File: src/rtl/pci_pkg.sv
// Shared PCI definitions used by the target, the initiator and the protocol checker:
// bus command encodings and the target state encoding.
package pci_pkg;

   typedef enum logic [3:0] {
      CMD_MEM_RD = 4'b0110,
      CMD_MEM_WR = 4'b0111
   } pci_cmd_e;

   typedef enum logic [2:0] {
      TGT_IDLE,
      TGT_CLAIM,
      TGT_WAIT,
      TGT_DATA,
      TGT_TURN
   } tgt_state_e;

endpackage

File: src/rtl/pci_tgt_regfile.sv
// Word array behind the PCI target window: one byte-enable write port, one
// asynchronous read port, whole array cleared by the asynchronous reset.
module pci_tgt_regfile #(
   parameter int ADDR_BITS = 4
) (
   input  logic                 clk,
   input  logic                 reset_,
   input  logic                 we,
   input  logic [ADDR_BITS-1:0] waddr,
   input  logic [3:0]           be,
   input  logic [31:0]          wdata,
   input  logic [ADDR_BITS-1:0] raddr,
   output logic [31:0]          rdata
);

   localparam int DEPTH = 2 ** ADDR_BITS;

   logic [31:0] mem [DEPTH];

   // NOTE: the array sits in the reset branch on purpose: a reset must leave every
   // word reading zero, so this stays flops rather than an inferred RAM macro.
   always_ff @(posedge clk or negedge reset_) begin
      if (!reset_) begin
         for (int i = 0; i < DEPTH; i++) mem[i] <= '0;
      end else if (we) begin
         for (int b = 0; b < 4; b++)
            if (be[b]) mem[waddr][8*b +: 8] <= wdata[8*b +: 8];
      end
   end

   assign rdata = mem[raddr];

endmodule

File: src/rtl/pci_target_mem.sv
// PCI memory target claiming a 2^ADDR_BITS-word window at BASE_ADDR, with linear
// bursts and initiator waits. Define PCI_TGT_PARITY_EN to add the PAR/PAR_OE outputs.
module pci_target_mem
   import pci_pkg::*;
#(
   parameter logic [31:0] BASE_ADDR   = 32'h0000_1000,
   parameter int          ADDR_BITS   = 4,
   parameter int          WAIT_STATES = 0
) (
   input  logic        clk,
   input  logic        reset_,
   input  logic        FRAME_,
   input  logic        IRDY_,
   input  logic [3:0]  C_BE_,
   input  logic [31:0] AD_IN,
   output logic [31:0] AD_OUT,
   output logic        AD_OE,
   output logic        TRDY_,
   output logic        DEVSEL_,
   output logic        CTL_OE
`ifdef PCI_TGT_PARITY_EN
   ,
   output logic        PAR,
   output logic        PAR_OE
`endif
);

   // Cycles from the address edge to the first TRDY_; reads add the AD turnaround.
   localparam logic [2:0]           WR_DLY  = 3'(WAIT_STATES);
   localparam logic [2:0]           RD_DLY  = 3'(WAIT_STATES + 1);
   localparam logic [ADDR_BITS-1:0] IDX_ONE = 1;

   tgt_state_e           state, state_nxt;
   logic                 frame_q;
   logic                 is_rd, is_rd_nxt;
   logic [ADDR_BITS-1:0] idx, idx_nxt;
   logic [2:0]           cnt, cnt_nxt;
   logic                 we;
   logic [31:0]          rdata;
   logic                 hit, claim, abort;

   assign hit   = (AD_IN[31:ADDR_BITS+2] == BASE_ADDR[31:ADDR_BITS+2]) && (AD_IN[1:0] == 2'b00);
   assign claim = frame_q && !FRAME_ && hit && ((C_BE_ == CMD_MEM_RD) || (C_BE_ == CMD_MEM_WR));
   assign abort = FRAME_ && IRDY_;

   // NOTE: every variable gets a default at the top so no path leaves one unassigned,
   // which would otherwise infer a latch.
   always_comb begin
      state_nxt = state;
      is_rd_nxt = is_rd;
      idx_nxt   = idx;
      cnt_nxt   = cnt;
      we        = 1'b0;
      case (state)
         TGT_IDLE, TGT_TURN: begin
            state_nxt = TGT_IDLE;
            if (claim) begin
               is_rd_nxt = (C_BE_ == CMD_MEM_RD);
               idx_nxt   = AD_IN[ADDR_BITS+1:2];
               cnt_nxt   = is_rd_nxt ? RD_DLY : WR_DLY;
               state_nxt = (cnt_nxt == 3'd0) ? TGT_DATA : TGT_CLAIM;
            end
         end
         TGT_CLAIM, TGT_WAIT: begin
            if (abort)              state_nxt = TGT_TURN;
            else if (cnt == 3'd1)   state_nxt = TGT_DATA;
            else begin
               cnt_nxt   = cnt - 3'd1;
               state_nxt = TGT_WAIT;
            end
         end
         TGT_DATA: begin
            if (!IRDY_) begin
               we      = !is_rd;
               idx_nxt = idx + IDX_ONE;
               if (FRAME_) state_nxt = TGT_TURN;
            end else if (abort) begin
               state_nxt = TGT_TURN;
            end
         end
         default: state_nxt = TGT_IDLE;
      endcase
   end

   pci_tgt_regfile #(.ADDR_BITS(ADDR_BITS)) u_regfile (
      .clk   (clk),
      .reset_(reset_),
      .we    (we),
      .waddr (idx),
      .be    (~C_BE_),
      .wdata (AD_IN),
      .raddr (idx_nxt),
      .rdata (rdata)
   );

   // Outputs are registered from the next state, so the pins never see an input combinationally.
   // NOTE: sequential state uses non-blocking assignments so all flops update together.
   always_ff @(posedge clk or negedge reset_) begin
      if (!reset_) begin
         state   <= TGT_IDLE;
         frame_q <= 1'b1;
         is_rd   <= 1'b0;
         idx     <= '0;
         cnt     <= '0;
         TRDY_   <= 1'b1;
         DEVSEL_ <= 1'b1;
         CTL_OE  <= 1'b0;
         AD_OE   <= 1'b0;
         AD_OUT  <= '0;
      end else begin
         state   <= state_nxt;
         frame_q <= FRAME_;
         is_rd   <= is_rd_nxt;
         idx     <= idx_nxt;
         cnt     <= cnt_nxt;
         TRDY_   <= (state_nxt != TGT_DATA);
         DEVSEL_ <= !(state_nxt inside {TGT_CLAIM, TGT_WAIT, TGT_DATA});
         CTL_OE  <= (state_nxt != TGT_IDLE);
         AD_OE   <= (state_nxt == TGT_DATA) && is_rd_nxt;
         AD_OUT  <= ((state_nxt == TGT_DATA) && is_rd_nxt) ? rdata : 32'h0;
      end
   end

`ifdef PCI_TGT_PARITY_EN
   // Parity covers the read data and byte enables of the data cycle just completed.
   always_ff @(posedge clk or negedge reset_) begin
      if (!reset_) begin
         PAR    <= 1'b0;
         PAR_OE <= 1'b0;
      end else begin
         PAR_OE <= AD_OE;
         if (!TRDY_ && AD_OE) PAR <= ^{AD_OUT, C_BE_};
      end
   end
`else
   // Default build: no parity outputs and no parity logic.
`endif

endmodule

File: config.mk
export PLATFORM = sky130hd
export DESIGN_NAME = pci_target_mem
export DESIGN_NICKNAME = d
export VERILOG_FILES = /design/src/rtl/pci_pkg.sv /design/src/rtl/pci_tgt_regfile.sv /design/src/rtl/pci_target_mem.sv
export SDC_FILE = /design/constraint.sdc
export NUM_CORES = 1
export LEC_CHECK = 0
export ABC_AREA = 0
export CAP_MARGIN = 15
export CORE_AREA = 2 2 241 243
export CTS_BUF_LIST = sky130_fd_sc_hd__clkbuf_8 sky130_fd_sc_hd__clkbuf_16
export DETAILED_ROUTE_END_ITERATION = 10
export DIE_AREA = 0 0 243 245
export MAX_ROUTING_LAYER = met4
export PLACE_DENSITY = 0.62
export SLEW_MARGIN = 25
export SYNTH_ARGS = -nofsm -noshare
export SYNTH_HDL_FRONTEND = slang
export SYNTH_SLANG_ARGS = --single-unit
File: constraint.sdc
create_clock -name clk -period 2.9 [get_ports clk]
set_input_delay 0.87 -clock clk [delete_from_list [all_inputs] [get_ports clk]]
set_output_delay 0.87 -clock clk [all_outputs]
set_load 0.02 [all_outputs]
After elaboration in Yosys (flattened, before gate mapping)
Cells that the tools add are included.
{ "word_totals": {"inputBits": 40, "out_inout_bits": 36, "word_cells": 112, "reg_bits": 560} }
{ "classes": {"bitwise_logic": 3, "reduce_logical": 20, "addsub": 2, "n_eq_ne": 15, "magnitude_cmp": 3, "muxes": 43} }
{ "ops": {"columns": ["cell", "count"], "rows": [
  ["2-to-1 mux 512 bit", 7],
  ["bitwise mux 512 bit", 4],
  ["demux 32 bit (select 4 bit)", 4],
  ["binary-select mux 32 bit (select 4 bit)", 1],
  ["2-to-1 mux 32 bit", 4],
  ["== test 26 x 7 -> 1 bit, second input constant", 1],
  ["2-to-1 mux 24 bit", 1],
  ["2-to-1 mux 3 bit", 7],
  ["2-to-1 mux 16 bit", 1],
  ["== test 3 x 2 -> 1 bit, second input constant", 4],
  ["greater-or-equal comparator 5 bit, second input constant", 2],
  ["NOT 4 -> 5 bit", 2],
  ["== test 3 x 1 -> 1 bit, second input constant", 3],
  ["case mux 3 bit (3 select lines)", 1],
  ["== test 4 x 3 -> 1 bit, second input constant", 2],
  ["2-to-1 mux 4 bit", 2],
  ["2-to-1 mux 8 bit", 1],
  ["case mux 4 bit (2 select lines)", 1],
  ["logical AND 1 bit", 7],
  ["logical NOT 3 bit", 2],
  ["2-to-1 mux 1 bit", 6],
  ["inequality test 2 bit, second input constant", 3],
  ["case mux 3 bit (2 select lines)", 1],
  ["nonzero test 3 bit", 2],
  ["13 further kinds", 17]
]} }

Depth between registers and ports, before layout
{ "logic_depth": {"ltp_word": 16, "mapped_depth": 12, "mapped_depth_nobuf": 10} }

By module
A second synthesis with hierarchy kept.
{ "unflattened": {"hier_cells": 1594, "area_unflattened_um2": 25473.2} }
{ "modules_own_cells": {"columns": ["module", "cells_each", "area_each_um2", "seq_area_each_um2", "n_inst"], "rows": [
  ["pci_tgt_regfile", 1435, 23560.1, 12812.3, 1],
  ["pci_target_mem", 159, 1913.1, 1204.9, 1]
]} }

Worst setup path after synthesis
No wires, ideal clock.
{ "synth_path": {"path_kind": "input port to flip-flop", "start": "in AD_IN[20]", "end": "reg AD_OUT[19]", "cell_stages": 11, "arrival_time_ps": 3248, "slack_ps": -486, "t_required_ps": 2762, "path_buffers": 2, "setup_time_ps": 138, "cell_sequence": "or4_1 -> nor3_1 -> and3_1 -> buf_2 -> o21a_2 -> inv_2 -> nor2_4 -> buf_1 -> a31oi_1 -> a22oi_1 -> o211ai_1"} }
{ "synth_between": {"elab_chain_cells": 11, "word_cells_on_any_way": 17, "cone_classes": "2 x eq/ne; 10 x mux; 1 x bitwise; 4 x reduce/logical"} }
{ "synth_rtl": {"columns": ["element", "line_no", "source"], "rows": [
  ["start, declared", "pci_target_mem.sv:15", "input logic [31:0] AD_IN,"],
  ["== test 26 x 7 -> 1 bit (*)", "pci_target_mem.sv:42", "assign hit = (AD_IN[31:ADDR_BITS+2] == BASE_ADDR[31:ADDR_BITS+2]) && (AD_IN[1:0] == 2'b00);"],
  ["logical AND 1 bit (*)", "pci_target_mem.sv:42", null],
  ["logical AND 1 bit (*) (2 in series)", "pci_target_mem.sv:43", "assign claim = frame_q && !FRAME_ && hit && ((C_BE_ == CMD_MEM_RD) || (C_BE_ == CMD_MEM_WR));"],
  ["2-to-1 mux 4 bit", "pci_target_mem.sv:57", "if (claim) begin"],
  ["case mux 4 bit (2 select lines)", "pci_target_mem.sv:54", "case (state)"],
  ["NOT 4 -> 5 bit (not written as such)", "pci_tgt_regfile.sv:31", "assign rdata = mem[raddr];"],
  ["binary-select mux 32 bit (select 4 bit)", "pci_tgt_regfile.sv:31", null],
  ["2-to-1 mux 32 bit (not written as such) (2 in series)", "pci_tgt_regfile.sv:31", null],
  ["2-to-1 mux 32 bit (*)", "pci_target_mem.sv:120", "AD_OUT <= ((state_nxt == TGT_DATA) && is_rd_nxt) ? rdata : 32'h0;"],
  ["end signal, assigned", "pci_target_mem.sv:120", null],
  ["end, declared", "pci_target_mem.sv:16", "output logic [31:0] AD_OUT,"]
]} }
Mark *: on every way between the ends. The rest lies on a longest branch, timed or not. The select of a mux whose other input is x is not followed.
A chain may end at the register's enable or synchronous reset.

Worst setup path in the final report
{ "layout_path": {"start": "in AD_IN[21]", "end": "reg AD_OUT[23]"} }
The elaborated chain is that of the path after synthesis.

==> results.yml <==
run_status:
  status: "finished with violations"
  violations: "setup timing"
cells_and_area:
  layout_common_cells: "557 x dfrtp_1, 512 x mux2_2, 229 x nand2_1"
  finalInstanceArea_sq_um: 33600
  layout_commonest_cell: "dfrtp_1"
  num-fill-cells: 4551
  layout.nets: 2427
  antennaDiodeCount: 0
  syn2layout_area_growth_pct: 32.9
  drive_gt1_share_pct: 47.1
setup_path:
  r2r-end: "AD_OUT[23]$_DFF_PN0_"
  reg2reg_slack_ps: -190
  rr_startpoint: "state[1]$_DFF_PN0_"
  startpoint: "AD_IN[21]"
  cpLargestDelayFamily: "simple AND/OR/NAND/NOR gates"
  cp.depth: 15
  cp.arrival_ps: 3720
  cp_num_buf_inv: 7
  cp-endpoint: "AD_OUT[23]$_DFF_PN0_"
  startpoint_type: "primary input"
  critPathKind: "primary input to register"
  slowest_stage: "or4_4"
  critical-path-max-stage-delay_ps: 600
  required_ps: 3390
  ff2ff_path_depth: 14
  end_kind: "register"
  critPathMaxFanout: 12
  path_cells: "buf_2 > or4_4 > nor3_4 > buf_4 > and3_4 > buf_6 > o311a_4 > inv_4 > nor2_4 > buf_12 > buf_6 > a221oi_1 > buf_4 > a22oi_2 > nand2_1"
cts:
  cts_tree: "done"
  cts_root_buffer: "clkbuf_16"
  cts.clk_slew.worst_paths_ps: 60
  htree_levels: 2
  clock_path_buffers: 3
  insertion_delay_ps: 630
  cts_hold_buf: 0
  cts_num_sinks: 560
  cts_buffers: 59
global_route:
  grt_usage_pct: 27.6
  antenna_found_initial: 0
  overflow: 0
  first_global_vias: 19300
  grt_max_degree: 71
  grt_pass1_wl_um: 121000
pwr:
  netSwitchingPower_w: 0.0104
  powerDensity_nw_per_um2: 879
  p_int_w: 0.0192
  p_clk_share_pct: 25.8
  seq_power_share_pct: 33.1
  swShare_pct: 35.2
  vdd_drop_max_uv: 659
  p_total_w: 0.0296
  p_leak_nw: 15.6
  p_comb_share_pct: 41.1
yosys:
  synth_fa_ha_area_share_pct: 0.297
  netlist_area_sq_um: 25300
  synth-simple-area-share_pct: 6.81
  syn_inst: 2045
  ys_ff_latch: 560
  synthMuxAreaShare_pct: 26.8
  synth.avg_cell_area_sq_um: 12.4
  ys.warnings.count: 0
  synth_compound_area_share_pct: 8.54
  synth_cell_types: 49
  seq_area_frac_synth_pct: 55.4
  synth_nets: 2091
  synthXorXnorAreaFrac_pct: 0.0346
  synth_top_family_by_area: "multiplexers"
timing:
  fin_ws_ps: -330
  slew_headroom_pct: 61.1
  drv_slew: 0
  finalHoldViolCount: 0
  rsz0062_at_grt: "true"
  finalClockSkew_ps: 18.1
  fmax_mhz: 310
  setup_viol: 32
  period_needed_ps: 3230
  worst_slew_pin_slew_ps: 581
  period_share_pct: 111
floorplanning:
  io_pins: 76
  die_height_um: 245
  die_x_um: 243
  row_count: 88
  core_sq_um: 57000
  die_area_sq_um: 59500
  start_util_pct: 44.4
min_path:
  hold_path_class: "primary input to asynchronous set/reset pin"
route:
  wire_per_inst_um: 25.7
  drt_pass1_iterations: 5
  drc: 0
  drtIter0Drc: 1775
  drt_wl_total_um: 81900
  viasPerCell: 5.91
  vias: 18900
  ant_nets: 0
placement:
  dp_hpwl_um: 46300
  io_buffers: 75
  gp_congestion: 0.856
  dpl_cell_area_sq_um: 28700
job:
  maxCapViolations: 0
==> logic make-up after synthesis <==
family,Yosys count
xor gates and xnor gates,1
DFF,560
and+or+nand+nor,401
adders and majority gates,6
buffers and inverters,132
AOI/OAI and AO/OA,332
muxes,613
==> power groups by stage <==
stage	clock network, W	registers, W	logic [W]
floorplan	0	0.00961	0.00482
global placement	0	0.00972	0.00730
detailed placement	0	0.00979	0.00744
CTS	0.00775	0.00967	0.0101
global route	0.00809	0.00993	0.0127
finish	0.00763	0.00979	0.0122
==> synth_stat cells, drive strengths merged <==
cell type / count / area share [%]
dfrtp: 557 / 55
mux2: 512 / 23
nand2: 234 / 3.5
a21oi: 128 / 2.5
mux2i: 101 / 4.0
a22oi: 93 / 2.8
clkbuf: 89 / 1.3
nor2: 76 / 1.2
a221oi: 47 / 1.7
nand3: 46 / 0.91
buf: 35 / 0.75
o21ai: 30 / 0.59
a31oi: 17 / 0.42
o211ai: 9 / 0.27
inv: 8 / 0.12
ha: 6 / 0.30
nor3: 6 / 0.12
nor4: 6 / 0.17
nand3b: 5 / 0.15
or3: 5 / 0.12
and2: 3 / 0.074
dfstp: 3 / 0.31
nor2b: 3 / 0.074
nor4b: 3 / 0.10
or2: 3 / 0.074
or4: 3 / 0.089
a41oi: 2 / 0.069
and4: 2 / 0.069
a211oi: 1 / 0.030
a22o: 1 / 0.035
and3: 1 / 0.025
nand2b: 1 / 0.025
nand4: 1 / 0.025
nand4bb: 1 / 0.044
o21a: 1 / 0.035
o22ai: 1 / 0.025
o311a: 1 / 0.044
o32ai: 1 / 0.035
or3b: 1 / 0.035
or4b: 1 / 0.040
xnor2: 1 / 0.035
==> metrics by stage <==
step / TNS (ps) / hold slack (ps) / std cells / utilization (%) / worst slack, ps
2_1_floorplan: -10430 / 466 / 2045 / - / -359
3_3_place_gp: -244740 / 484 / 2996 / 50.3 / -1590
3_5_place_dp: -250670 / 481 / 2996 / 50.3 / -1640
4_1_cts: -4200 / 221 / 3153 / 56.8 / -198
5_1_grt: -9980 / 241 / 3189 / 59.0 / -391
6_report: -7730 / 226 / 3189 / 59.0 / -330
==> routing by layer <==
layer / up-vias / global-route usage, % / share of wire, % / routed length (um)
met1: 9855 / 37.0 / 42 / 34700
met2: 734 / 43.0 / 48 / 39000
met5: - / - / 0 / 0
met3: 169 / 4.10 / 7.0 / 5710
met4: 0 / 9.35 / 3.0 / 2480
li1: 8104 / - / - / -
==> area by class of cell <==
cell class	instances	area [sq um]	area share, %
Inverter	8	63.8	0.190
Clock inverter	26	201	0.599
Timing Repair Buffer	399	4550	13.5
Sequential cell	560	14000	41.7
Multi-Input combinational cell	1353	12100	35.9
Tap cell	765	957	2.85
Clock buffer	78	1760	5.23
==> what timing repair did <==
action | in CTS | in global routing
gates cloned | 19 | 13
pin swaps | 50 | 71
endpoints found under the setup margin | 38 | 37
setup buffers | 45 | 33
resized for setup | 285 | 181
==> worst min-delay path by stage <==
stage,to,startpoint,cells after the start
2_1_floorplan,cnt[1]$_DFFE_PN0P_,cnt[1]$_DFFE_PN0P_,1
3_3_place_gp,cnt[1]$_DFFE_PN0P_,cnt[1]$_DFFE_PN0P_,1
3_5_place_dp,cnt[1]$_DFFE_PN0P_,cnt[1]$_DFFE_PN0P_,1
4_1_cts,u_regfile.mem[348]$_DFFE_PN0P_,reset_,1
5_1_grt,u_regfile.mem[351]$_DFFE_PN0P_,reset_,1
6_report,u_regfile.mem[92]$_DFFE_PN0P_,reset_,1
==> flip-flops by register name, summed over array words and instances, names as in the netlist <==
name and flops:
AD_OE 1, AD_OUT 32, CTL_OE 1, DEVSEL_ 1, TRDY_ 1, cnt 3, frame_q 1, idx 4
is_rd 1, state 3, u_regfile.mem 512
Power figures use the tool's default switching activity.
